`config.mk`:
```
export PLATFORM = sky130hd
export DESIGN_NAME = branch_target_buffer
export DESIGN_NICKNAME = d
export VERILOG_FILES = /design/src/rtl/branch_target_buffer_pkg.sv /design/src/rtl/branch_target_buffer_sat_counter2.sv /design/src/rtl/branch_target_buffer.sv
export SDC_FILE = /design/constraint.sdc
export NUM_CORES = 1
export LEC_CHECK = 0
export CAP_MARGIN = 20
export CORE_ASPECT_RATIO = 0.5
export CORE_MARGIN = 5
export CORE_UTILIZATION = 30
export CTS_BUF_LIST = sky130_fd_sc_hd__clkbuf_2 sky130_fd_sc_hd__clkbuf_4 sky130_fd_sc_hd__clkbuf_8
export DETAILED_ROUTE_END_ITERATION = 8
export PLACE_DENSITY = 0.53
export SYNTH_ARGS = -nofsm -noshare
export SYNTH_HDL_FRONTEND = slang
export SYNTH_HIERARCHICAL = 1
export SYNTH_SLANG_ARGS = --single-unit
```
`constraint.sdc`:
```
create_clock -name clk -period 18.67 [get_ports clk]
set_input_delay 2.8005 -clock clk [delete_from_list [all_inputs] [get_ports clk]]
set_output_delay 2.8005 -clock clk [all_outputs]
set_load 0.05 [all_outputs]
```
`src/rtl/branch_target_buffer_pkg.sv`:
```
// Shared constants for the branch target buffer: data width and the
// 2-bit saturating counter encodings.
package branch_target_buffer_pkg;

    localparam int XLEN = 32;

    localparam logic [1:0] SNT = 2'b00;
    localparam logic [1:0] WNT = 2'b01;
    localparam logic [1:0] WT  = 2'b10;
    localparam logic [1:0] ST  = 2'b11;

    // New entries start weakly taken so one not-taken outcome flips the prediction.
    localparam logic [1:0] CTR_ALLOC = WT;

endpackage

```
`src/rtl/branch_target_buffer_sat_counter2.sv`:
```
// Next-state function of a 2-bit saturating branch-direction counter.
module sat_counter2
    import branch_target_buffer_pkg::*;
(
    input  logic [1:0] ctr_i,
    input  logic       taken_i,
    output logic [1:0] ctr_o
);

    // Step toward strong-taken on taken, toward strong-not-taken otherwise.
    always_comb begin
        ctr_o = ctr_i;
        case (ctr_i)
            SNT:     ctr_o = taken_i ? WNT : SNT;
            WNT:     ctr_o = taken_i ? WT  : SNT;
            WT:      ctr_o = taken_i ? ST  : WNT;
            ST:      ctr_o = taken_i ? ST  : WT;
            default: ctr_o = SNT;
        endcase
    end

endmodule

```
`src/rtl/branch_target_buffer.sv`:
```
// 2-way set-associative branch target buffer held in flops: zero-latency
// lookup for the fetch PC, one execute-stage update per cycle.
module branch_target_buffer
    import branch_target_buffer_pkg::*;
#(
    parameter int SETS = 8,
    parameter int WAYS = 2
) (
    input  logic            clk,
    input  logic            rst_n,
    input  logic [XLEN-1:0] pc,
    output logic [XLEN-1:0] btb_target_pc,
    output logic            btb_pc_valid,
    output logic            btb_pc_predictTaken,
    input  logic            update_en,
    input  logic [XLEN-1:0] update_pc,
    input  logic [XLEN-1:0] update_target,
    input  logic            update_taken
);

    localparam int IDXW = $clog2(SETS);
    localparam int TAGW = XLEN - 2 - IDXW;

    logic            valid_q  [SETS][WAYS];
    logic [TAGW-1:0] tag_q    [SETS][WAYS];
    logic [XLEN-1:0] target_q [SETS][WAYS];
    logic [1:0]      ctr_q    [SETS][WAYS];
    logic            lru_q    [SETS];

    logic [IDXW-1:0] rd_idx_s, up_idx_s;
    logic [TAGW-1:0] rd_tag_s, up_tag_s;
    logic            rd_hit0_s, rd_hit1_s, up_hit0_s, up_hit1_s;
    logic            hit_way_s, victim_way_s, wr_way_s;
    logic            ctr_we_s, tgt_we_s;
    logic [1:0]      ctr_cur_s, ctr_nxt_s, ctr_d;
    logic            unused_s;

    assign unused_s  = ^{pc[1:0], update_pc[1:0]};

    assign rd_idx_s  = pc[2 +: IDXW];
    assign rd_tag_s  = pc[XLEN-1 -: TAGW];
    assign up_idx_s  = update_pc[2 +: IDXW];
    assign up_tag_s  = update_pc[XLEN-1 -: TAGW];

    assign rd_hit0_s = valid_q[rd_idx_s][0] && (tag_q[rd_idx_s][0] == rd_tag_s);
    assign rd_hit1_s = valid_q[rd_idx_s][1] && (tag_q[rd_idx_s][1] == rd_tag_s);
    assign up_hit0_s = valid_q[up_idx_s][0] && (tag_q[up_idx_s][0] == up_tag_s);
    assign up_hit1_s = valid_q[up_idx_s][1] && (tag_q[up_idx_s][1] == up_tag_s);

    assign ctr_cur_s = ctr_q[up_idx_s][hit_way_s];

    sat_counter2 u_ctr (
        .ctr_i   (ctr_cur_s),
        .taken_i (update_taken),
        .ctr_o   (ctr_nxt_s)
    );

    // Lookup mux; way 0 wins if both ways ever match, a miss drives zeros.
    always_comb begin
        btb_pc_valid        = 1'b0;
        btb_pc_predictTaken = 1'b0;
        btb_target_pc       = {XLEN{1'b0}};
        if (rd_hit0_s) begin
            btb_pc_valid        = 1'b1;
            btb_pc_predictTaken = ctr_q[rd_idx_s][0][1];
            btb_target_pc       = target_q[rd_idx_s][0];
        end else if (rd_hit1_s) begin
            btb_pc_valid        = 1'b1;
            btb_pc_predictTaken = ctr_q[rd_idx_s][1][1];
            btb_target_pc       = target_q[rd_idx_s][1];
        end else begin
            btb_pc_valid        = 1'b0;
        end
    end

    // Update decode: pick the hit way or a victim, and the counter value to write.
    always_comb begin
        hit_way_s    = up_hit0_s ? 1'b0 : 1'b1;
        victim_way_s = lru_q[up_idx_s];
        if (!valid_q[up_idx_s][0]) begin
            victim_way_s = 1'b0;
        end else if (!valid_q[up_idx_s][1]) begin
            victim_way_s = 1'b1;
        end else begin
            victim_way_s = lru_q[up_idx_s];
        end
        if (up_hit0_s || up_hit1_s) begin
            wr_way_s = hit_way_s;
            ctr_d    = ctr_nxt_s;
            ctr_we_s = update_en;
        end else begin
            wr_way_s = victim_way_s;
            ctr_d    = CTR_ALLOC;
            ctr_we_s = update_en && update_taken;
        end
        tgt_we_s = update_en && update_taken;
    end

    // Valid, counter and LRU state; the LRU bit points at the way not just written.
    always_ff @(posedge clk or negedge rst_n) begin
        if (!rst_n) begin
            for (int s = 0; s < SETS; s++) begin
                lru_q[s] <= 1'b0;
                for (int w = 0; w < WAYS; w++) begin
                    valid_q[s][w] <= 1'b0;
                    ctr_q[s][w]   <= SNT;
                end
            end
        end else if (ctr_we_s) begin
            valid_q[up_idx_s][wr_way_s] <= 1'b1;
            ctr_q[up_idx_s][wr_way_s]   <= ctr_d;
            lru_q[up_idx_s]             <= ~wr_way_s;
        end
    end

    // Tag and target payload; no reset needed since valid bits gate their use.
    always_ff @(posedge clk) begin
        if (tgt_we_s && rst_n) begin
            tag_q[up_idx_s][wr_way_s]    <= up_tag_s;
            target_q[up_idx_s][wr_way_s] <= update_target;
        end
    end

endmodule

```
==> impl_metrics.json, run 1 <==
{
  "status": "finished clean",
  "cts_num_sinks": 1000,
  "ff2ff_setup_slack_ps": 13060,
  "ys_async_sr_fraction_pct": 5.60,
  "leakage_nw": 16.2,
  "nets": 2499,
  "grt_usage_pct": 15.1,
  "final.fill_count": 13377,
  "powerDensity_nw_per_um2": 95.8,
  "ff_latch_area_um2": 29700,
  "vias_per_cell": 5.12,
  "htreeDepth": 4,
  "synthesis.area_um2": 43500,
  "multi_input_comb_area_um2": 13200,
  "die_h_um": 279,
  "path_class": "primary input to output port",
  "ys_seq_elements": 1000,
  "fp-row-count": 98,
  "synth_cells": 2187,
  "dpl.cell_count": 4138,
  "initial_utilization_pct": 30.3,
  "clock-skew-final_ps": 29.8,
  "path_common_cell": "buf_4",
  "arrival_ps": 8630,
  "setup_violations": 0,
  "rsz0062_at_grt": "false",
  "hold_viol": 0,
  "fin_tns_setup_ps": 0,
  "drt_pass1_iterations": 5,
  "antenna_found_initial": 9,
  "yosys_warnings": 6,
  "peakVddDrop_v": 0.0000735,
  "grt_overflow": 0,
  "min_period_ps": 11430,
  "syn_area_per_cell_um2": 19.9,
  "hp-start": "valid_q[2]",
  "place.gp.congestion": 0.773,
  "final_cell_count_no_fill": 4423,
  "clk_latency_ps": 850,
  "final_core_util_pct": 35.0,
  "grt_pass1_wl_mm": 170,
  "synth_most_common_cell": "edfxtp_1",
  "slew_headroom_pct": 24.2,
  "reg2reg_from": "tag_q[7][21]",
  "grt_start_max_net_pins": 131,
  "required_ps": 15870,
  "tightestPinTransition_ps": 1130,
  "coreArea_um2": 143000,
  "synth_cell_types": 57,
  "max_stage_delay_ps": 830,
  "worst_hold_slack_ps": 484,
  "drt-wirelength-per-cell_um": 26.4,
  "routed_wl_mm": 117,
  "synth-edff-count": 944,
  "path_cells": "buf_8, buf_4, mux4_2, mux2i_1, xor2_1, o21ai_0, nor4_1, nand3_1, nor4_4, buf_4, a31o_2, clkdlybuf4s50_1",
  "fin_crit_sh_pct": 61.2,
  "holdPathStages": 1,
  "die_width_um": 548,
  "synthTopCellsByCount": "944 x edfxtp_1, 319 x mux4_2, 177 x mux2i_1",
  "hpwl_mm": 64.6,
  "postCtsHoldBufs": 0,
  "grt_pass1_vias": 23937,
  "drtIter0Drc": 1976,
  "synthFlopType": "edfxtp_1",
  "hold-path-endpoint": "valid_q[2]",
  "clk_pin_slew_ps": 60,
  "r2r_cells": 9,
  "route.detailed.drc": 0,
  "fmaxAchievable_mhz": 87.5,
  "cp-start-kind": "primary input",
  "seq_area_frac_synth_pct": 68.4,
  "drv_cap": 0,
  "placed_cell_area_um2": 47100,
  "port_buffers": 129,
  "cts_inserted_buffers": 159,
  "end_kind": "output port",
  "vias": 22647,
  "cts_setup_buffers": 0,
  "cts_tree": "yes",
  "synth_top_area_cell": "edfxtp_1",
  "die_area_um2": 153000,
  "final_antenna_net_count": 0,
  "hold_class": "flip-flop to flip-flop",
  "ctsResizeCount": 0,
  "max-clock-path-buffers": 3,
  "cts_root_buf": "clkbuf_8",
  "final_area_um2": 50200,
  "crit_path_top_delay_cell": "clkdlybuf4s50_1",
  "final_max_slew_viol_count": 0,
  "area_delta_synth_final_pct": 15.5,
  "synthesis.nets": 2287,
  "reg2reg_to": "target_q[0][7]",
  "drive_gt1_share_pct": 30.8,
  "io_pins": 134,
  "synth.top_cell.area_share_pct": 65.2,
  "critPathMaxFanout": 65,
  "synth.area.top_cells": "edfxtp_1 65%, mux4_2 17%, mux2i_1 4.1%"
}
-- cells by family after synthesis --
family          count (synthesis)  share of synthesized area, %
flops                        1000                          68.4
mux                           576                          22.7
simple gates                  212                          2.55
compound gates                166                          2.98
buf+inv                       143                          1.55
xor+xnor                       88                          1.77
fa+ha+maj                       2                        0.0518
-- through the flow --
step	worst slack [ps]	total power, mW
after floorplan	7380	2.84
after global placement	7190	2.99
after detailed placement	7110	3.00
after CTS	7100	4.88
after global routing	7000	5.01
final	7240	4.81
-- layout by cell type, fill, tap and decap left out, types with 12 or more instances in the layout --
master           Yosys  final
nand2_1             18     18
a211oi_1            14     14
nand3_1             17     17
dfrtp_1             56     56
a31o_2              33     33
a22oi_1             21     21
clkdlybuf4s50_1      0    122
xor2_1              41     41
nand2b_1            12     12
clkinv_1             0     35
xnor2_1             47     47
nand4_1             12     12
buf_4               10     60
mux2i_1            177    177
nor2b_1             18     18
a21o_1              13     13
nor2_1              64     57
clkbuf_4             0     62
edfxtp_1           944    944
nor4_1              18     16
mux4_2             319    319
mux2_2              79     79
clkbuf_8             0    167
-- worst max-delay path: cells and delay by family --
kind | cells | cell delay, ps
buffers and inverters | 4 | 2750
AND/OR/NAND/NOR | 3 | 1310
multiplexers | 2 | 780
AO/OA/AOI/OAI | 2 | 520
XOR/XNOR | 1 | 360
-- where the power goes --
part	switching (mW)	total [mW]	internal, mW
clock	0.872	1.86	0.990
sequential	0.0286	2.54	2.51
combinational	0.227	0.411	0.184
total	1.13	4.81	3.68
-- area by class of cell --
| cell class | instances | area share [%] |
|---|---|---|
| clock inverters | 54 | 0.762 |
| flip-flops and latches | 1000 | 59.2 |
| multi-input cells | 1044 | 26.2 |
| inverters | 5 | 0.0374 |
| clock buffers | 227 | 5.45 |
| repair buffers | 189 | 3.53 |
| diodes | 4 | 0.0199 |
| well taps | 1900 | 4.73 |
-- flip-flops by register name, summed over array words and instances, names as in the netlist --
name	count
ctr_q	32
lru_q	8
tag_q	432
target_q	512
valid_q	16
-- how the worst max path moves through the flow --
stage,start,end,slack [ps],cells past startpoint
floorplan,update_pc[4],tag_q[1][27],7380,13
global placement,pc[2],btb_target_pc[19],7190,12
detailed placement,pc[2],btb_target_pc[19],7110,12
CTS,pc[2],btb_target_pc[19],7100,12
global route,pc[2],btb_target_pc[19],7000,12
finish,pc[2],btb_target_pc[19],7240,12
-- per-layer routing --
metal	up-vias	part of all wire, %	track usage (%)
met1	12260	45	20.6
met4	10	2.0	4.62
met2	595	48	24.7
met3	158	4.7	2.72
met5	-	0.059	0
li1	9624	-	-
No activity file was read; power rests on OpenSTA's default activity.
==> run 2, diff against run 1 <==
==> constraint.sdc (replaced) <==
create_clock -name clk -period 10.9 [get_ports clk]
set_input_delay 1.635 -clock clk [delete_from_list [all_inputs] [get_ports clk]]
set_output_delay 1.635 -clock clk [all_outputs]
set_load 0.05 [all_outputs]
==> run 2 against run 1 <==
Net effect: count of clock-buffer cells in the layout up 8; final area up 0.46%; utilization up 0.16 points; largest power group unchanged; critical path type unchanged.
==> impl_metrics.json, run 2 (same netlist as run 1, synthesis figures left out) <==
{
  "hold-path-endpoint": "valid_q[0]",
  "regMostFlops": "target_q",
  "rsz0062_at_grt": "false",
  "drtIter0Drc": 1899,
  "reg2reg_from": "tag_q[7][21]",
  "port_buffers": 129,
  "leakage_nw": 16.3,
  "coreArea_um2": 143000,
  "arrival_ps": 6860,
  "grt_start_max_net_pins": 91,
  "postCtsHoldBufs": 0,
  "clk_latency_ps": 870,
  "reg2reg_to": "target_q[6][17]",
  "top_regs": "target_q x512, tag_q x432, ctr_q x32",
  "hp-start": "valid_q[0]",
  "die_h_um": 279,
  "drt_pass1_iterations": 5,
  "ctsResizeCount": 0,
  "fp-row-count": 98,
  "final_antenna_net_count": 0,
  "setup_violations": 0,
  "grt_overflow": 0,
  "route.detailed.drc": 0,
  "r2r_cells": 9,
  "hold_viol": 0,
  "powerDensity_nw_per_um2": 164,
  "critPathMaxFanout": 67,
  "fmaxAchievable_mhz": 118,
  "path_class": "primary input to output port",
  "cts_setup_buffers": 0,
  "cts_root_buf": "clkbuf_8",
  "grt_usage_pct": 15.3,
  "final_max_slew_viol_count": 0,
  "final_cell_mix": "944 x edfxtp_1, 319 x mux4_2, 177 x mux2i_1",
  "hpwl_mm": 65.5,
  "nets": 2508,
  "die_area_um2": 153000,
  "ff2ff_setup_slack_ps": 5520,
  "final_core_util_pct": 35.2,
  "drv_cap": 0,
  "area_delta_synth_final_pct": 16.0,
  "status": "finished clean",
  "clk_pin_slew_ps": 50,
  "slew_headroom_pct": 24.0,
  "antenna_found_initial": 12,
  "grt_pass1_wl_mm": 171,
  "routed_wl_mm": 119,
  "end_kind": "output port",
  "final_area_um2": 50400,
  "fin_crit_sh_pct": 77.9,
  "clock-skew-final_ps": 49.4,
  "max-clock-path-buffers": 3,
  "cts_inserted_buffers": 162,
  "cts_num_sinks": 1000,
  "cp-start-kind": "primary input",
  "drive_gt1_share_pct": 31.5,
  "io_pins": 134,
  "largest_register_ffs": 512,
  "peakVddDrop_v": 0.000102,
  "grt_pass1_vias": 24152,
  "placed_cell_area_um2": 47200,
  "htreeDepth": 4,
  "final_common_cell": "edfxtp_1",
  "initial_utilization_pct": 30.3,
  "required_ps": 9270,
  "drt-wirelength-per-cell_um": 26.7,
  "die_width_um": 548,
  "place.gp.congestion": 0.762,
  "min_period_ps": 8490,
  "holdPathStages": 1,
  "vias_per_cell": 5.14,
  "tightestPinTransition_ps": 1140,
  "cts_tree": "yes",
  "hold_class": "flip-flop to flip-flop",
  "vias": 22826,
  "fin_tns_setup_ps": 0
}
[run 2: power by group]
group / switching [mW] / internal [mW]
sequential: 0.0505 / 4.30
clock: 1.51 / 1.68
combinational: 0.393 / 0.319
total: 1.95 / 6.30
[run 2: how the worst max path moves through the flow]
stage	startpoint	endpoint	slack, ps	cells past startpoint
finish	pc[2]	btb_target_pc[18]	2410	11
global route	pc[2]	btb_target_pc[19]	2000	12
CTS	pc[2]	btb_target_pc[8]	2270	11
detailed placement	pc[2]	btb_target_pc[19]	2280	11
global placement	pc[2]	btb_target_pc[19]	2290	11
floorplan	update_pc[4]	tag_q[1][27]	780	13
[run 2: cell type report]
type | instances | area (um2)
antenna | 7 | 17.5
clock inverter | 57 | 319
sequential | 1000 | 29700
clock buffer | 235 | 2840
inverter | 5 | 18.8
tap | 1900 | 2380
timing repair buffer | 195 | 1960
fill | 13479 | 93000
multi-input combinational | 1044 | 13200
[run 2: critical path: stages]
cell and delay, ps:
buf_8 580, buf_4 520, mux4_2 550, mux2i_1 180
xnor2_1 180, nor4_1 620, nand4_1 160, or4_4 940
nor2_1 240, a31o_2 120, clkdlybuf4s50_1 920
[run 2: routing by layer]
| layer | wire [um] | vias up | global-route usage, % |
|---|---|---|---|
| li1 | - | 9664 | - |
| met1 | 51100 | 12281 | 20.4 |
| met2 | 57900 | 697 | 25.2 |
| met3 | 6590 | 174 | 2.93 |
| met4 | 2850 | 10 | 5.06 |
| met5 | 62 | - | 0 |
[run 2: stage by stage]
step / total power [mW] / std cells / setup WS, ps / hold WS, ps
floorplan: 4.86 / 2187 / 778 / 446
global placement: 5.13 / 4139 / 2290 / 464
detailed placement: 5.14 / 4141 / 2280 / 474
CTS: 8.36 / 4433 / 2270 / 491
global route: 8.60 / 4439 / 2000 / 524
finish: 8.26 / 4443 / 2410 / 483
==> run 3, diff against run 2 <==
--- a/config.mk
+++ b/config.mk
@@ -11,7 +11,7 @@
 export CORE_UTILIZATION = 30
 export CTS_BUF_LIST = sky130_fd_sc_hd__clkbuf_2 sky130_fd_sc_hd__clkbuf_4 sky130_fd_sc_hd__clkbuf_8
 export DETAILED_ROUTE_END_ITERATION = 8
-export PLACE_DENSITY = 0.53
+export PLACE_DENSITY = 0.54
 export SYNTH_ARGS = -nofsm -noshare
 export SYNTH_HDL_FRONTEND = slang
 export SYNTH_HIERARCHICAL = 1
==> constraint.sdc (replaced) <==
create_clock -name clk -period 7.23 [get_ports clk]
set_input_delay 1.0845 -clock clk [delete_from_list [all_inputs] [get_ports clk]]
set_output_delay 1.0845 -clock clk [all_outputs]
set_load 0.05 [all_outputs]
==> run 3 against run 2 <==
Net effect: clock skew down 16 ps; final area up 1.4%; flip-flop and latch count is the same; largest power group unchanged.
==> impl_metrics.json, run 3 (same netlist as run 1, synthesis figures left out) <==
{
  "status": "finished clean",
  "ff_latch_area_um2": 29700,
  "nets": 2546,
  "path_cells": "buf_8, buf_12, buf_4, mux4_2, mux2i_1, xor2_1, nand4_1, nor4_4, buf_12, a31o_2, buf_12",
  "final_cell_mix": "944 x edfxtp_1, 319 x mux4_2, 177 x mux2i_1",
  "arrival_ps": 5050,
  "final_cell_count_no_fill": 4465,
  "p_seq_share_pct": 53.3,
  "die_h_um": 279,
  "top_regs": "target_q x512, tag_q x432, ctr_q x32",
  "grt_usage_pct": 15.2,
  "clkPwrFrac_pct": 37.8,
  "die_width_um": 548,
  "drv_cap": 0,
  "cp-startpoint": "pc[2]",
  "power.net_switching_mw": 2.90,
  "end_kind": "output port",
  "clk_latency_ps": 850,
  "p_comb_share_pct": 8.9,
  "place.gp.congestion": 0.773,
  "ff2ff_setup_slack_ps": 2380,
  "clock-skew-final_ps": 33.5,
  "fin_crit_sh_pct": 84.9,
  "cts_tree": "yes",
  "grt_pass1_wl_mm": 171,
  "coreArea_um2": 143000,
  "path_class": "primary input to output port",
  "cp-start-kind": "primary input",
  "grt_pass1_vias": 24107,
  "vias": 22827,
  "r2r_cells": 11,
  "cts_root_buf": "clkbuf_8",
  "fp-row-count": 98,
  "vias_per_cell": 5.11,
  "postCtsHoldBufs": 0,
  "min_period_ps": 6130,
  "crit_path_top_delay_cell": "mux4_2",
  "reg2reg_to": "ctr_q[1]",
  "tightestPinTransition_ps": 1050,
  "required_ps": 6150,
  "powerDensity_nw_per_um2": 240,
  "hold_class": "primary input to async pin",
  "slew_headroom_pct": 29.8,
  "fmaxAchievable_mhz": 163,
  "htreeDepth": 4,
  "final.fill_count": 13322,
  "regMostFlops": "target_q",
  "max_stage_delay_ps": 560,
  "cts_setup_buffers": 0,
  "power.total_mw": 12.3,
  "swShare_pct": 23.6,
  "setup_violations": 0,
  "grt_start_max_net_pins": 68,
  "area_delta_synth_final_pct": 17.7,
  "antenna_found_initial": 10,
  "final_antenna_net_count": 0,
  "drive_gt1_share_pct": 33.5,
  "critPathMaxFanout": 42,
  "hold_viol": 0,
  "cts_inserted_buffers": 155,
  "route.detailed.drc": 0,
  "reg2reg_from": "tag_q[5][39]",
  "hpwl_mm": 68.6,
  "routed_wl_mm": 117,
  "drtIter0Drc": 2083,
  "path_common_cell": "buf_12",
  "multi_input_comb_area_um2": 13200,
  "ctsResizeCount": 0,
  "die_area_um2": 153000,
  "largest_register_ffs": 512,
  "dpl.cell_count": 4188,
  "drt-wirelength-per-cell_um": 26.3,
  "drt_pass1_iterations": 5,
  "peakVddDrop_v": 0.000177,
  "cts_num_sinks": 1000,
  "leakage_nw": 16.6,
  "grt_overflow": 0,
  "clk_pin_slew_ps": 60,
  "initial_utilization_pct": 30.3,
  "io_pins": 134,
  "max-clock-path-buffers": 3,
  "final_max_slew_viol_count": 0,
  "p_int_mw": 9.39,
  "final_common_cell": "edfxtp_1",
  "rsz0062_at_grt": "false",
  "port_buffers": 129
}
-- run 3: worst max path at each step --
| stage | to | slack (ps) | cells after the start |
|---|---|---|---|
| 2_1_floorplan | tag_q[1][27] | -2340 | 13 |
| 3_3_place_gp | btb_target_pc[20] | 1020 | 10 |
| 3_5_place_dp | btb_target_pc[20] | 1020 | 11 |
| 4_1_cts | btb_target_pc[20] | 1020 | 11 |
| 5_1_grt | btb_target_pc[19] | 810 | 11 |
| 6_report | btb_target_pc[20] | 1100 | 11 |
-- run 3: through the flow --
step                util (%)  TNS, ps  hold WS, ps  worst slack [ps]  instance area, um2
detailed placement      33.6        0          474              1020               48100
floorplan                  -  -569030          446             -2340               43500
global route            35.7        0          421               806               51200
CTS                     35.7        0          331              1020               51100
global placement        33.6        0          464              1020               48100
finish                  35.7        0          411              1100               51200
-- run 3: routing by layer --
metal	up-vias	wire [um]	track usage [%]
met4	12	2160	4.14
met1	12309	52300	20.9
li1	9732	-	-
met3	169	6150	3.01
met5	-	80	0
met2	605	56700	24.9
-- run 3: cell type report --
cell class | instances | area share (%)
Sequential cell | 1000 | 58.1
Multi-Input combinational cell | 1044 | 25.7
Timing Repair Buffer | 240 | 5.54
Clock buffer | 218 | 5.17
Tap cell | 1900 | 4.65
Clock inverter | 54 | 0.697
Inverter | 5 | 0.0367
Antenna cell | 4 | 0.0196
-- run 3: power groups by stage --
stage	logic (mW)	registers (mW)	clock network, mW
final	1.10	6.55	4.64
after global placement	1.10	6.67	0
after CTS	1.11	6.55	4.79
after global routing	1.18	6.57	5.07
after detailed placement	1.11	6.67	0
after floorplan	0.674	6.65	0
-- run 3: critical path, delay by kind of cell --
family,cells,cell delay (ps)
buf+inv,5,1700
compound gates,1,330
simple gates,2,480
xor+xnor,1,260
mux,2,1010
